--- config.mk ---
export PLATFORM = sky130hd
export DESIGN_NAME = uart_rx_block_assembler
export DESIGN_NICKNAME = d
export VERILOG_FILES = /design/src/rtl/uart_rx_block_assembler.sv
export SDC_FILE = /design/constraint.sdc
export NUM_CORES = 1
export LEC_CHECK = 0
export BUFFER_PORTS_ARGS = -buffer_cell sky130_fd_sc_hd__clkbuf_2
export CAP_MARGIN = 20
export CORE_ASPECT_RATIO = 0.6
export CORE_MARGIN = 3
export CORE_UTILIZATION = 61
export CTS_BUF_LIST = sky130_fd_sc_hd__clkbuf_8
export CTS_CLUSTER_SIZE = 40
export DETAILED_ROUTE_END_ITERATION = 8
export PLACE_DENSITY = 0.92
export SETUP_SLACK_MARGIN = 0.4
export SLEW_MARGIN = 10
export SYNTH_ARGS = -nofsm -noshare
export SYNTH_HDL_FRONTEND = slang
export SYNTH_SLANG_ARGS = --single-unit
--- constraint.sdc ---
create_clock -name clk -period 3.8 [get_ports clk]
set_input_delay 0.76 -clock clk [delete_from_list [all_inputs] [get_ports clk]]
set_output_delay 0.76 -clock clk [all_outputs]
set_load 0.005 [all_outputs]
--- src/rtl/uart_rx_block_assembler.sv ---
// 8N1 UART receiver (16x oversampled) that packs 16 good bytes into one 128-bit block
// and offers it downstream over valid/ready, with framing, timeout and overrun reporting.
`timescale 1ns/1ps
module uart_rx_block_assembler #(
    parameter int CLK_FREQ     = 50000000,
    parameter int BAUD_RATE    = 115200,
    parameter int TICK_DIV     = CLK_FREQ / (BAUD_RATE * 16),
    parameter int TIMEOUT_BITS = 32
) (
    input  logic         clk,
    input  logic         reset,
    input  logic         rx,
    input  logic         block_ready,
    output logic [127:0] plaintext_out,
    output logic         block_valid,
    output logic [7:0]   rx_byte,
    output logic         rx_byte_valid,
    output logic [4:0]   byte_count,
    output logic         frame_err,
    output logic         timeout_err,
    output logic         overrun_err
);
    localparam int TDW      = (TICK_DIV > 1) ? $clog2(TICK_DIV) : 1;
    localparam int TO_LIMIT = TIMEOUT_BITS * 16;
    localparam int TOW      = $clog2(TO_LIMIT + 1);

    typedef enum logic [1:0] {IDLE, START, DATA, STOP} state_t;

    state_t         state;
    logic           rx_p0, rx_p1, rx_p2;
    logic [TDW-1:0] tick_cnt;
    logic [3:0]     bit_tick;
    logic [2:0]     bit_idx;
    logic [7:0]     shreg;
    logic [119:0]   asm_q;
    logic [TOW-1:0] to_cnt;
    logic           tick;
    logic           start_det;

    assign tick      = (tick_cnt == TDW'(TICK_DIV - 1));
    // rx_p1 is the synchronized line, rx_p2 its previous value for falling-edge detection
    assign start_det = (state == IDLE) && rx_p2 && !rx_p1;

    always_ff @(posedge clk) begin
        if (!reset) begin
            state         <= IDLE;
            rx_p0         <= 1'b1;
            rx_p1         <= 1'b1;
            rx_p2         <= 1'b1;
            tick_cnt      <= '0;
            bit_tick      <= '0;
            bit_idx       <= '0;
            shreg         <= '0;
            asm_q         <= '0;
            to_cnt        <= '0;
            plaintext_out <= '0;
            block_valid   <= 1'b0;
            rx_byte       <= '0;
            rx_byte_valid <= 1'b0;
            byte_count    <= '0;
            frame_err     <= 1'b0;
            timeout_err   <= 1'b0;
            overrun_err   <= 1'b0;
        end else begin
            rx_p0         <= rx;
            rx_p1         <= rx_p0;
            rx_p2         <= rx_p1;
            rx_byte_valid <= 1'b0;
            frame_err     <= 1'b0;
            timeout_err   <= 1'b0;
            overrun_err   <= 1'b0;

            if (block_valid && block_ready)
                block_valid <= 1'b0;

            if (start_det || tick)
                tick_cnt <= '0;
            else
                tick_cnt <= tick_cnt + TDW'(1);

            case (state)
                IDLE: begin
                    bit_tick <= '0;
                    bit_idx  <= '0;
                    if (start_det) begin
                        state  <= START;
                        to_cnt <= '0;
                    end else if (byte_count == 5'd0) begin
                        to_cnt <= '0;
                    end else if (tick) begin
                        if (to_cnt == TOW'(TO_LIMIT - 1)) begin
                            to_cnt      <= '0;
                            byte_count  <= '0;
                            timeout_err <= 1'b1;
                        end else begin
                            to_cnt <= to_cnt + TOW'(1);
                        end
                    end
                end
                START: begin
                    if (tick) begin
                        if (bit_tick == 4'd7) begin
                            bit_tick <= '0;
                            state    <= rx_p1 ? IDLE : DATA;
                        end else begin
                            bit_tick <= bit_tick + 4'd1;
                        end
                    end
                end
                DATA: begin
                    if (tick) begin
                        if (bit_tick == 4'd15) begin
                            bit_tick <= '0;
                            shreg    <= {rx_p1, shreg[7:1]};
                            bit_idx  <= bit_idx + 3'd1;
                            if (bit_idx == 3'd7)
                                state <= STOP;
                        end else begin
                            bit_tick <= bit_tick + 4'd1;
                        end
                    end
                end
                STOP: begin
                    if (tick) begin
                        if (bit_tick == 4'd15) begin
                            bit_tick <= '0;
                            state    <= IDLE;
                            if (rx_p1) begin
                                rx_byte       <= shreg;
                                rx_byte_valid <= 1'b1;
                                if (byte_count == 5'd15) begin
                                    byte_count <= '0;
                                    // A block accepted this very edge frees the output register
                                    if (!block_valid || block_ready) begin
                                        plaintext_out <= {asm_q, shreg};
                                        block_valid   <= 1'b1;
                                    end else begin
                                        overrun_err <= 1'b1;
                                    end
                                end else begin
                                    asm_q      <= {asm_q[111:0], shreg};
                                    byte_count <= byte_count + 5'd1;
                                end
                            end else begin
                                frame_err  <= 1'b1;
                                byte_count <= '0;
                            end
                        end else begin
                            bit_tick <= bit_tick + 4'd1;
                        end
                    end
                end
            endcase
        end
    end
endmodule

==> impl_metrics.toml <==
[outcome]
status = "finished, final reports clean"

[synth]
synth_area_um2 = 11950
syn_inst = 1356
ys_seq_area_share_pct = 50.44
synth_cell_types = 53
synth_fp_nets = 1368
avgSynthCellArea_um2 = 8.810
synthFlopType = "dfxtp_1"
synth_edf_count = 0
ys_seq_elements = 301
yosys_warnings = 0
synth-async-reset-ratio_pct = 0

[route]
first_iter_violations = 861
wire_per_inst_um = 14.98
avgViaCountPerCell = 5.456
ant_nets = 0
routed_wl_mm = 26.15
drt-met1-wl_mm = 12.58
drt-pass1-iter-count = 5
dr_wl_met2_mm = 11.32
maxUsedRoutingLayer = "met4"
via_count = 9526
routed-wl-met3_mm = 1.929
drc = 0

[floorplanning]
core_area_um2 = 18640
die_h_um = 114.4
rows = 38
die_w_um = 186.7
boundaryPins = 150
dieArea_um2 = 21350
floorplan.initialDensity_pct = 64.10

[grt]
overflow = 0
grt_pass1_wl_mm = 43.30
grt.total_usage_pct = 23.90
grt_start_max_net_pins = 190
grt_pass1_vias = 8828
antenna_found_initial = 0

[finish]
nFillCells = 1394
diodes = 0
syn2layout_area_growth_pct = 12.32
layout.nets = 1474
drive_above_1_share_pct = 15.01
regArea_um2 = 6026
multi_input_area_um2 = 5408

[sta]
slew_violations = 0
fin_crit_ns = 2.623
clock.fmax_mhz = 381.2
worst_slew_pin_slew_ns = 0.8491
finalCritPeriodShare_pct = 69.03
fin_setup_tns_ns = 0
setup_viol = 0
hold_viol = 0
relSlewSlack_pct = 43.27
rsz0062_at_grt = "false"
fin_skew_ns = 0.01862

[critical_path]
required_ns = 4.22
critPathMaxFanout = 78
crit_path_end_kind = "register"
start_kind = "register"
crit_type = "reg -> reg"
cp.arrival_ns = 3.04

[pwr]
worst_ir_drop_vdd_mv = 0.2533
p_seq_share_pct = 57.1
p_total_mw = 5.543
p_comb_share_pct = 1.8
powerDensity_nw_per_um2 = 413.1
clockPowerShare_pct = 41.1
p_int_mw = 4.332
switchingPower_mw = 1.211
power.leakage_nw = 4.701
p_sw_share_pct = 21.85

[clock_network]
h-tree-depth = 2
clk_pin_slew_ns = 0.07
cts_made_buffers = 41
cts_resized = 0
cts.path.max_buffers = 3
cts_tree = "built"
clkLatencyLatePin_ns = 0.51
cts.sinks = 301
cts_hold_buffers = 0
root_buffer = "clkbuf_8"
postCtsSetupBuffers = 0

[min_path]
holdCritPathClass = "reg -> reg"

[placed_design]
gp_congestion = 0.8530
io_buffers = 149
place_hpwl_mm = 16.89

[run]
cap_violations = 0
[cell usage after synthesis, types with 2 or more instances]
master	instances	area, um2
nand4b_1	2	17.52
nor2_1	12	45.04
buf_2	24	120.1
clkbuf_1	58	217.7
and2_1	3	18.77
or3_1	2	12.51
o31ai_1	3	22.52
nand2_1	535	2008
and3_1	5	31.28
dfxtp_1	301	6026
a21boi_0	10	75.07
o21ai_0	5	25.02
o32ai_1	2	17.52
nand4_1	6	37.54
nand3b_1	2	15.01
nor3b_1	3	22.52
nor3_1	3	15.01
nor4b_2	2	30.03
or4_1	4	30.03
a21oi_1	10	50.05
inv_1	9	33.78
ha_1	8	100.1
buf_6	12	135.1
and4b_1	2	20.02
a32oi_1	4	35.03
nand3_1	22	110.1
mux2i_1	139	1391
nor2b_1	10	62.56
nand2b_1	5	31.28
o22ai_1	4	25.02
xor2_1	4	35.03
a21boi_1	122	915.9
buf_4	3	22.52
[sequential cells by signal (all words and copies together), names as in the netlist, 3 cells and up, named ones only]
register,count
shreg,8
tick_cnt,5
asm_q,120
byte_count,5
bit_tick,4
to_cnt,10
bit_idx,3
rx_byte,8
plaintext_out,128
[worst max-delay path, cell delays in order (launching register included)]
cell and delay (ns):
dfxtp_1 0.34, inv_1 0.06, ha_1 0.16, and4b_1 0.52, nand3_4 0.21, nor4_4 0.44, buf_12 0.48, mux2i_1 0.27
[layout make-up]
type                       count  area share (%)
sequential                   301           44.91
multi-input combinational    949           40.30
timing repair buffer         160           6.621
clock buffer                  48           4.924
tap                          260           2.424
clock inverter                19          0.5688
inverter                       9          0.2518
[per-layer routing]
layer / track usage [%] / up-vias
li1: - / 4681
met1: 35.49 / 4491
met2: 36.37 / 318
met3: 5.047 / 36
met4: 4.630 / 0
met5: 0 / -
[power by group through the flow]
stage / clock (mW) / sequential (mW) / combinational [mW]
finish: 2.28 / 3.17 / 0.102
global route: 2.47 / 3.16 / 0.112
CTS: 2.32 / 3.16 / 0.101
detailed placement: 0 / 3.24 / 0.101
global placement: 0 / 3.24 / 0.100
floorplan: 0 / 3.23 / 0.0881
[placed cells by master (no fill, tap or decap), types with 5 or more instances in the layout]
| cell type | netlist | layout |
|---|---|---|
| a21boi_0 | 10 | 10 |
| a21boi_1 | 122 | 122 |
| a21oi_1 | 10 | 10 |
| and3_1 | 5 | 5 |
| buf_4 | 3 | 7 |
| clkbuf_2 | 0 | 148 |
| clkbuf_8 | 0 | 48 |
| dfxtp_1 | 301 | 301 |
| ha_1 | 8 | 8 |
| inv_1 | 9 | 24 |
| mux2i_1 | 139 | 139 |
| nand2_1 | 535 | 535 |
| nand2b_1 | 5 | 5 |
| nand3_1 | 22 | 22 |
| nand4_1 | 6 | 6 |
| nor2_1 | 12 | 12 |
| nor2b_1 | 10 | 10 |
| o21ai_0 | 5 | 5 |
[through the flow]
stage	utilization (%)	cells	area, um2	hold WS [ns]	setup slack [ns]
after floorplan	-	1356	11950	0.3863	1.797
after global placement	68.04	1679	12680	0.3947	1.316
after detailed placement	68.04	1679	12680	0.4153	1.188
after CTS	71.99	1746	13420	0.4308	1.188
after global routing	71.99	1746	13420	0.4436	1.023
final	71.99	1746	13420	0.4257	1.177
[worst paths after layout]
path | cells after the start | slack (ns) | startpoint | endpoint
worst max-delay path | 7 | 1.18 | tick_cnt[0] | plaintext_out[108]
worst min-delay path | 1 | 0.43 | rx_p0 | rx_p1
worst max register to register | 7 | 1.18 | tick_cnt[0] | plaintext_out[108]
worst min register to register | 1 | 0.43 | rx_p0 | rx_p1
[cell families (layout without fill, tap and decap cells)]
logic type	after synthesis	count (layout)	share of synthesized area [%]
compound gates	171	171	10.54
xor+xnor	5	5	0.3666
fa+ha+maj	8	8	0.8379
buf+inv	106	236	4.430
flops	301	301	50.44
mux	139	139	11.65
simple gates	626	626	21.74
No activity file was read; power rests on OpenSTA's default activity.
